--- src/rtl/freq_div_multi.sv ---
// Multi-channel programmable clock divider / tick generator.
// Optional phase-align input sync_i is built only when PHASE_SYNC_EN is defined.
module freq_div_multi #(
    parameter int          CH          = 4,
    parameter int          CNT_W       = 26,
    parameter int unsigned DIV_DEFAULT = 50_000
) (
    input  logic                clk,
    input  logic                rst,
    input  logic [CH-1:0]       ch_en,
    input  logic [CH-1:0]       mode,
    input  logic [CH-1:0]       cfg_wr,
    input  logic [CH*CNT_W-1:0] div_cfg,
`ifdef PHASE_SYNC_EN
    input  logic                sync_i,
`endif
    output logic [CH-1:0]       clk_out,
    output logic [CH-1:0]       tick,
    output logic [CH-1:0]       cfg_err
);

    localparam logic [CNT_W-1:0] ONE  = CNT_W'(1);
    localparam logic [CNT_W-1:0] TWO  = CNT_W'(2);
    localparam logic [CNT_W-1:0] DDEF = CNT_W'(DIV_DEFAULT);

    for (genvar i = 0; i < CH; i++) begin : g_ch
        logic [CNT_W-1:0] cnt, div, pend;
        logic [CNT_W-1:0] wdata, cnt_nxt, half;
        logic             pend_vld, wrap, wr_ok, wr_bad;
        logic             clk_r, tick_r, err_r;
        logic             sync;

`ifdef PHASE_SYNC_EN
        assign sync = sync_i;
`else
        assign sync = 1'b0;
`endif

        // Wrap detect, next count and the low-phase length ceil(div/2)
        always_comb begin
            wdata   = div_cfg[i*CNT_W +: CNT_W];
            wr_ok   = cfg_wr[i] && (wdata >= TWO);
            wr_bad  = cfg_wr[i] && (wdata < TWO);
            wrap    = (cnt == div - ONE);
            cnt_nxt = wrap ? '0 : cnt + ONE;
            half    = (div >> 1) + {{(CNT_W-1){1'b0}}, div[0]};
        end

        // Counter, divisor staging and registered outputs
        always_ff @(posedge clk or posedge rst) begin
            if (rst) begin
                cnt      <= '0;
                div      <= DDEF;
                pend     <= '0;
                pend_vld <= 1'b0;
                clk_r    <= 1'b0;
                tick_r   <= 1'b0;
                err_r    <= 1'b0;
            end else begin
                if (wr_bad)
                    err_r <= 1'b1;
                if (ch_en[i] && sync) begin
                    cnt    <= '0;
                    tick_r <= 1'b0;
                    clk_r  <= 1'b0;
                    if (pend_vld) begin
                        div      <= pend;
                        pend_vld <= 1'b0;
                    end
                end else if (ch_en[i]) begin
                    cnt    <= cnt_nxt;
                    tick_r <= wrap;
                    clk_r  <= mode[i] ? wrap : (cnt_nxt >= half);
                    if (wrap && pend_vld) begin
                        div      <= pend;
                        pend_vld <= 1'b0;
                    end
                end else begin
                    cnt    <= '0;
                    tick_r <= 1'b0;
                    clk_r  <= 1'b0;
                    if (pend_vld) begin
                        div      <= pend;
                        pend_vld <= 1'b0;
                    end
                end
                // A write captured this edge is applied no earlier than the next one
                if (wr_ok) begin
                    pend     <= wdata;
                    pend_vld <= 1'b1;
                end
            end
        end

        assign clk_out[i] = clk_r;
        assign tick[i]    = tick_r;
        assign cfg_err[i] = err_r;
    end

endmodule

--- config.mk ---
export PLATFORM = sky130hd
export DESIGN_NAME = freq_div_multi
export DESIGN_NICKNAME = d
export VERILOG_FILES = /design/src/rtl/freq_div_multi.sv
export SDC_FILE = /design/constraint.sdc
export NUM_CORES = 1
export LEC_CHECK = 0
export ABC_AREA = 1
export BUFFER_PORTS_ARGS = -buffer_cell sky130_fd_sc_hd__clkbuf_2
export CAP_MARGIN = 15
export CORE_MARGIN = 3
export CORE_UTILIZATION = 54
export CTS_BUF_LIST = sky130_fd_sc_hd__clkbuf_4 sky130_fd_sc_hd__clkbuf_8
export DETAILED_ROUTE_END_ITERATION = 7
export PLACE_DENSITY_LB_ADDON = 0.25
export SYNTH_ARGS = -nofsm -noshare
export SYNTH_HDL_FRONTEND = slang
export SYNTH_SLANG_ARGS = --single-unit
--- constraint.sdc ---
create_clock -name clk -period 10.3 [get_ports clk]
set_input_delay 0.515 -clock clk [delete_from_list [all_inputs] [get_ports clk]]
set_output_delay 0.515 -clock clk [all_outputs]
set_load 0.005 [all_outputs]
==> results of run 1 <==
-- logic make-up (layout without fill, tap and decap cells) --
logic type | after synthesis | after routing | share of synthesized area [%]
buffers and inverters | 461 | 562 | 8.65
adders and majority gates | 120 | 120 | 6.16
muxes | 36 | 36 | 1.66
xor gates and xnor gates | 285 | 285 | 10.4
and+or+nand+nor | 1866 | 1866 | 34.6
AOI/OAI and AO/OA | 210 | 210 | 4.76
DFF | 328 | 328 | 33.8
-- per-stage QoR --
stage               worst slack [ns]  power (uW)  area (um2)
finish                          6.04        3800       26300
floorplan                      0.742        2270       24400
detailed placement              6.04        2470       24900
CTS                             6.05        3830       26300
global placement                6.15        2450       24900
global route                    5.67        4040       26300
-- area by class of cell --
class	count	area [um2]
fillers	4160	18200
inverters	316	1190
clock inverters	10	113
well taps	592	741
clock buffers	96	1200
multi-input cells	2517	14000
flip-flops and latches	328	8240
repair buffers	140	728
-- where the power goes --
| group | total (uW) | switching, uW | internal, uW |
|---|---|---|---|
| combinational | 862 | 539 | 323 |
| sequential | 1600 | 192 | 1410 |
| clock | 1340 | 560 | 781 |
-- worst paths after layout --
check / start / endpoint / depth (start not counted)
max: g_ch[3].div[0]$_DFFE_PP0P_ / g_ch[3].clk_r$_DFF_PP0_ / 21
min: rst / g_ch[0].pend[0]$_DFFE_PP0P_ / 2
max reg2reg: g_ch[3].div[0]$_DFFE_PP0P_ / g_ch[3].clk_r$_DFF_PP0_ / 21
min reg2reg: g_ch[2].err_r$_DFFE_PP0P_ / g_ch[2].err_r$_DFFE_PP0P_ / 1
max in group asynchronous: rst / g_ch[3].pend[24]$_DFFE_PP0P_ / 4
min in group clk: mode[0] / g_ch[0].clk_r$_DFF_PP0_ / 2
-- flip-flops by register name (all words and copies together), names as in the netlist --
register,flops
g_ch.tick_r,4
g_ch.err_r,4
g_ch.pend_vld,4
g_ch.pend,104
g_ch.div,104
g_ch.cnt,104
g_ch.clk_r,4
-- critical path, cell delays in order, from the launching register on --
cell	delay [ns]
dfrtp_1	0.44
inv_1	0.15
ha_1	0.36
xor2_1	0.18
o21ai_0	0.17
nor2_1	0.12
nand2_1	0.06
nor2_1	0.11
nand2_1	0.09
nor2_1	0.15
nand2_1	0.12
nor2_4	0.17
nand2_8	0.12
inv_2	0.26
nor2_1	0.08
ha_1	0.33
a21oi_1	0.17
nor2_1	0.06
a2111oi_0	0.53
o221ai_1	0.24
a21oi_1	0.17
nor2_1	0.08
-- per-layer routing --
metal	global-route usage (%)	wire [um]	up-vias
met3	3.70	3080	112
met2	43.7	28700	549
met1	35.4	28400	9939
met5	0	0	-
li1	-	-	10700
met4	8.07	1770	0
-- cell usage in the layout, fill, tap and decap left out, types with 11 or more instances in the layout --
cell type / netlist / final
nand3_2: 23 / 23
nor2_1: 470 / 470
nor2_4: 25 / 25
a21oi_1: 51 / 51
mux2_2: 36 / 36
dfrtp_1: 304 / 304
xnor2_1: 88 / 88
nand2_1: 838 / 838
nand4_1: 83 / 83
nor4_1: 25 / 25
o21ai_0: 115 / 115
clkbuf_2: 0 / 129
nand3b_1: 20 / 20
ha_1: 120 / 120
buf_4: 25 / 11
nor3_1: 61 / 61
dfstp_2: 24 / 24
clkbuf_4: 0 / 20
clkbuf_8: 0 / 76
inv_1: 307 / 306
nand2_2: 15 / 15
xor2_1: 194 / 194
nor2_2: 37 / 37
nand3_1: 230 / 230
==> metrics, run 1 <==
status=finished clean; Cells after Synth=3306; P&R area growth vs syn=7.63%; top cell type's share of synthesized area=31.2%; first-pass detailed-route iteration total=5; drt first-iter violations=1479; setup bufs post-CTS=0; synthesized area=24400 um2; PwrDens=145 nW/um2; Clock Skews=0.0188 ns; count leader, synth=nand2_1; Global Route Usage Sum=26.2%; r2r setup slk=6.04 ns; vias in the first global route=20.8k; ranking of synthesized cells by area=dfrtp_1 31%, nand2_1 13%, nor2_1 7.2%; Total Wirelength=62000 um; Initial Util=54.9%; Tcrit/Tclk final=41.4%; vias per cell=5.32; Die Ht=219 um; vias=21.3k; CTS Buf Count=56; final hold vios=0; Crit path required time=10.84 ns; Syn Nets=3544; worst hold path type=primary input to asynchronous set/reset pin; GRT overflow=0; Yosys reg bits=328; Final setup viols=0; CTS sink count=328; # nets final=3597; Inst Count DP=3893; Seq/Total Area, Yosys=33.8%; crit end category=register; crit path DAT=4.80 ns; I/O Pins=130; htree depth=2; DRC=0; Tmin final=4.26 ns; clk slew on worst S/H paths=0.06 ns; Root Buffer=clkbuf_8; die area=47800 um2; FFs w/ async S/R, synth=100%; final hold slack=0.0385 ns; routed len/inst=15.5 um; maximum fanout along the worst path=18; Synthesis Warnings=0; global-route wire length before repair=103000 um; Pleak=0.0129 uW; number of flops mapped to enable cells by yosys=0; I/O Buffers=129; deepest clock path buffer count=3; Slew headroom=34.0%; Cell Rows=77; count of different cell masters after synthesis=58; RD Place Congestion=0.977; dpl hpwl=48400 um; count of cells resized by post-cts repair=0; Finished Layout Cells=3999; antenna violations before repair=0; fmax=235 MHz; fin util=59.1%; Synth top cells by count=838 x nand2_1, 470 x nor2_1, 307 x inv_1, 304 x dfrtp_1, 230 x nand3_1; clk_lat worst skew=0.66 ns; largest net degree at the start of global routing=137; worst-margin pin slew=0.990 ns; Setup CP Type=register to register; predominant post-synthesis flop cell=dfrtp_1; Yosys top cell by area=dfrtp_1; RSZ-0062 raised after global routing=no; # diodes=0; max-slew violations=0; Max rail drop VDD=0.134 mV; Max Cap Violations=0; startpoint type of the worst setup path=register; Mapped Avg Cell Area=7.38 um2; core area=44400 um2; die width=219 um; TritonCTS clock tree=yes; Antenna Violating Nets Remaining=0; setup TNS after final layout=0 ns; layout cell share with drive strength beyond 1=13.1%; hold buffer count at CTS=0
(Power assumes the default switching activity.)
==> inputs of run 2 (changes only) <==
==> constraint.sdc (replaced) <==
create_clock -name clk -period 3.6 [get_ports clk]
set_input_delay 0.18 -clock clk [delete_from_list [all_inputs] [get_ports clk]]
set_output_delay 0.18 -clock clk [all_outputs]
set_load 0.005 [all_outputs]
==> metrics, run 2 (synthesis gave the netlist of run 1 again) <==
status=finished with violations; failing checks=negative setup slack; die area=47800 um2; slowest CP cell=dfrtp_2; Initial Util=54.9%; RSZ-0062 raised after global routing=yes; Critical Path Start=g_ch[1].div[1]$_DFFE_PP0P_; r2r setup slk=-0.20 ns; dpl hpwl=52600 um; CTS Buf Count=56; I/O Pins=130; layout cell share with drive strength beyond 1=22.2%; Top delay family on crit path=simple AND/OR/NAND/NOR gates; worst hold path type=primary input to asynchronous set/reset pin; final hold slack=0.0907 ns; crit end category=register; sequential power share=38.4%; Routed met2 length=33900 um; DP Worst Slack=-0.494 ns; Largest regs=g_ch.cnt x104, g_ch.div x104, g_ch.pend x104; placed cell area=26400 um2; commonest non-fill, non-tap cell in the layout=nand2_1; cell mode on critical path=nand2_1; CTS sink count=328; RD Place Congestion=0.989; clock share of power=33.0%; Max Cap Violations=0; PwrDens=385 nW/um2; most frequent cells in the layout=821 x nand2_1, 421 x nor2_1, 299 x inv_1; setup TNS after final layout=-0.197 ns; max-slew violations=0; DRT met1 WL=30900 um; Crit path required time=4.20 ns; Pleak=0.0149 uW; antenna violations before repair=3; Global Route Usage Sum=29.9%; crit path DAT=4.40 ns; slowest stage delay, CP=0.44 ns; combinational share of power=28.6%; sw power=4050 uW; Slew headroom=39.7%; DRC=0; clk slew on worst S/H paths=0.06 ns; I/O Buffers=129; P&R area growth vs syn=24.5%; Die Ht=219 um; largest net degree at the start of global routing=110; CP bufs+invs=9; GRT overflow=0; post-layout instance area=30400 um2; Setup CP Type=register to register; die width=219 um; clk_lat worst skew=0.67 ns; htree depth=2; vias in the first global route=23.7k; Tcrit/Tclk final=105%; vias=23.7k; Overall Power=11700 uW; # nets final=3967; Net Sw Frac=34.7%; fmax=263 MHz; routed len/inst=16.7 um; worst-margin pin slew=0.904 ns; reg2reg path depth=25; first-pass detailed-route iteration total=5; drt first-iter violations=1785; maximum fanout along the worst path=4; final hold vios=0; Root Buffer=clkbuf_8; CP Capture Point=g_ch[1].clk_r$_DFF_PP0_; core area=44400 um2; Internal=7630 uW; startpoint type of the worst setup path=register; FF-to-FF End=g_ch[1].clk_r$_DFF_PP0_; Total Wirelength=72800 um; Crit. path cell count=25; routed length on met3=4290 um; TritonCTS clock tree=yes; Cell Rows=77; final worst setup slack=-0.197 ns; Antenna Violating Nets Remaining=0; Clock Skews=0.0358 ns; vias per cell=5.43; Max rail drop VDD=0.331 mV; Max Used Layer=met4; Tmin final=3.80 ns; global-route wire length before repair=116000 um; reg2reg start=g_ch[1].div[1]$_DFFE_PP0P_; deepest clock path buffer count=3; Final setup viols=1
-- run 2: area by class of cell --
class                           instances  area (um2)
Antenna cell                            3        7.51
Clock buffer                           86        1080
Clock inverter                         20         214
Fill cell                            3602       14000
Inverter                              316        1210
Multi-Input combinational cell       2517       14900
Sequential cell                       328        8250
Tap cell                              592         741
Timing Repair Buffer                  510        3980
-- run 2: per-stage QoR --
stage | util, % | std cells
after floorplan | - | 3306
after global placement | 59.4 | 4071
after detailed placement | 59.4 | 4071
after CTS | 66.0 | 4326
after global routing | 68.4 | 4372
final | 68.4 | 4372
-- run 2: power groups by stage --
stage / Sequential [uW] / Combinational, uW / Clock, uW
after floorplan: 4240 / 2250 / 0
after global placement: 4510 / 2780 / 0
after detailed placement: 4520 / 2860 / 0
after CTS: 4460 / 3030 / 3920
after global routing: 4530 / 3720 / 4100
final: 4490 / 3340 / 3860
-- run 2: worst min-delay path, stage by stage --
cell	delay (ns)
dlygate4sd3_1	0.53
clkbuf_2	0.13
clkinvlp_4	0.33
-- run 2: worst min path at each step --
stage               cells past startpoint                           to  slack (ns)    start
finish                                  3  g_ch[0].pend[8]$_DFFE_PP0P_        0.09      rst
global route                            3  g_ch[0].div[13]$_DFFE_PP0P_        0.08      rst
CTS                                     3  g_ch[0].div[10]$_DFFE_PP0P_        0.03      rst
detailed placement                      2  g_ch[0].pend[8]$_DFFE_PP0P_        0.21      rst
global placement                        2  g_ch[0].pend[8]$_DFFE_PP0P_        0.21      rst
floorplan                               1      g_ch[1].clk_r$_DFF_PP0_        0.26  mode[1]
-- run 2: timing repair --
item / CTS / global route
gates resized for setup: 47 / 175
hold buffers: 124 / 0
cloned: 0 / 1
pin swaps: 29 / 97
setup buffers: 25 / 43
hold endpoints to repair: 365 / 0
setup endpoints to repair: 4 / 4
-- run 2: layer usage --
layer  vias to the layer above  global-route usage (%)
met5                         -                       0
met4                         0                    15.2
met3                       260                    4.07
met2                       885                    49.7
met1                     11200                    38.2
li1                      11400                       -
==> inputs of run 3 (changes only) <==
--- a/config.mk
+++ b/config.mk
@@ -8,8 +8,10 @@
 export ABC_AREA = 1
 export BUFFER_PORTS_ARGS = -buffer_cell sky130_fd_sc_hd__clkbuf_2
 export CAP_MARGIN = 15
+export CELL_PAD_IN_SITES_DETAIL_PLACEMENT = 1
+export CELL_PAD_IN_SITES_GLOBAL_PLACEMENT = 2
 export CORE_MARGIN = 3
-export CORE_UTILIZATION = 54
+export CORE_UTILIZATION = 34
 export CTS_BUF_LIST = sky130_fd_sc_hd__clkbuf_4 sky130_fd_sc_hd__clkbuf_8
 export DETAILED_ROUTE_END_ITERATION = 7
 export PLACE_DENSITY_LB_ADDON = 0.25
==> metrics, run 3 (synthesis gave the netlist of run 1 again) <==
Max rail drop VDD=0.221 mV; CP Capture Point=g_ch[3].clk_r$_DFF_PP0_; PwrDens=390 nW/um2; DRT met1 WL=39000 um; CTS sink count=328; Max Cap Violations=0; clk_lat worst skew=0.65 ns; Tmin final=3.62 ns; final worst setup slack=-0.0242 ns; TritonCTS clock tree=yes; fmax=276 MHz; worst hold path type=primary input to register; clk slew on worst S/H paths=0.06 ns; layout cell share with drive strength beyond 1=26.6%; vias per cell=4.87; first-pass detailed-route iteration total=5; P&R area growth vs syn=32.3%; worst-margin pin slew=0.986 ns; Internal=8170 uW; failing checks=negative setup slack; dpl hpwl=64700 um; vias=23.7k; Final setup viols=1; routed len/inst=17.5 um; largest net degree at the start of global routing=85; cell mode on critical path=nor2_2; Slew headroom=34.3%; startpoint type of the worst setup path=register; RSZ-0062 raised after global routing=yes; final hold slack=0.257 ns; deepest clock path buffer count=3; sw power=4410 uW; placed cell area=27900 um2; max-slew violations=0; die width=274 um; most frequent cells in the layout=809 x nand2_1, 403 x nor2_1, 351 x buf_4; Die Ht=274 um; r2r setup slk=-0.02 ns; Crit. path cell count=18; Total Wirelength=85200 um; Tcrit/Tclk final=101%; status=finished with violations; htree depth=3; CTS Buf Count=66; final hold vios=0; GRT overflow=0; combinational share of power=29.5%; crit end category=register; clock share of power=34.9%; number of fill cells=8644; vias in the first global route=25.6k; sequential power share=35.6%; Root Buffer=clkbuf_8; RD Place Congestion=0.904; I/O Pins=130; slowest stage delay, CP=0.65 ns; Finished Layout Cells=4859; Critical Path Start=g_ch[3].div[4]$_DFFE_PP1P_; Inst Count DP=4560; global-route wire length before repair=135000 um; crit path cell chain=buf_12 > inv_6 > nor3_4 > nand3_2 > nor3_2 > nand4_1 > nor2_2 > nand2_1 > nor2_2 > nand2_1 > xor2_1 > ha_1 > a21oi_2 > nor2_2 > a2111oi_4 > o221ai_2 > a21oi_2 > nor2_2; post-layout instance area=32300 um2; Setup CP Type=register to register; slowest CP cell=dfstp_2; Pleak=0.0156 uW; antenna violations before repair=2; reg2reg start=g_ch[3].div[4]$_DFFE_PP1P_; Initial Util=34.6%; DRC=0; # nets final=4102; FF-to-FF End=g_ch[3].clk_r$_DFF_PP0_; crit path DAT=4.16 ns; sequential cell area=8260 um2; Routed met2 length=41400 um; Largest regs=g_ch.cnt x104, g_ch.div x104, g_ch.pend x104; Clock Skews=0.0262 ns; reg2reg path depth=18; maximum fanout along the worst path=4; CP bufs+invs=2; routed length on met3=2680 um; drt first-iter violations=1027; Net Sw Frac=35.0%; Global Route Usage Sum=22.5%; Top delay family on crit path=simple AND/OR/NAND/NOR gates; Max Used Layer=met4; Crit path required time=4.13 ns; I/O Buffers=129; die area=75000 um2; core area=70500 um2; fin util=45.8%; Antenna Violating Nets Remaining=0; Cell Rows=97; commonest non-fill, non-tap cell in the layout=nand2_1; Multi-input gate area=15200 um2
run 3: timing repair:
item,CTS,global route
setup endpoints to repair,4,4
buffers inserted,13,39
gates resized for setup,91,227
cloned,1,4
hold buffers,123,0
pin swaps,35,125
endpoints found under the hold margin,151,0
run 3: final cells by class:
cell class,count,share of cell area [%]
multi-input combinational,2519,47.0
sequential,328,25.6
timing repair buffer,632,15.4
clock buffer,104,3.99
inverter,316,3.79
tap,940,3.64
clock inverter,16,0.609
timing repair inverter,1,0.0271
antenna,3,0.0233
run 3: how the worst min path moves through the flow:
stage               depth (start not counted)                      end     from
floorplan                                   1  g_ch[1].clk_r$_DFF_PP0_  mode[1]
global placement                            2  g_ch[0].clk_r$_DFF_PP0_  mode[0]
detailed placement                          2  g_ch[0].clk_r$_DFF_PP0_  mode[0]
CTS                                         3  g_ch[0].clk_r$_DFF_PP0_  mode[0]
global route                                3  g_ch[0].clk_r$_DFF_PP0_  mode[0]
finish                                      3  g_ch[0].clk_r$_DFF_PP0_  mode[0]
run 3: power groups by stage:
stage	logic [uW]	registers, uW	clock network [uW]
2_1_floorplan	2250	4240	0
3_3_place_gp	3160	4490	0
3_5_place_dp	3250	4500	0
4_1_cts	3500	4450	4550
5_1_grt	4150	4530	4740
6_report	3710	4470	4390
run 3: metrics by stage:
stage	TNS, ns	setup slack [ns]	total power, uW
after global placement	-0.628	-0.218	7640
final	-0.0242	-0.0242	12600
after CTS	-0.0177	-0.0177	12500
after floorplan	-285.49	-0.939	6500
after detailed placement	-1.12	-0.443	7750
after global routing	-0.914	-0.332	13400
run 3: per-layer routing:
metal  vias up  global-route usage (%)
met4         0                    7.21
li1      11700                       -
met2       305                    38.6
met1     11500                    29.1
met3       133                    3.00
met5         -                       0
run 3: worst min-delay path, delay by kind of cell:
family	cells	cell delay [ns]
AOI/OAI and AO/OA	1	0.05
buffers and inverters	2	0.64
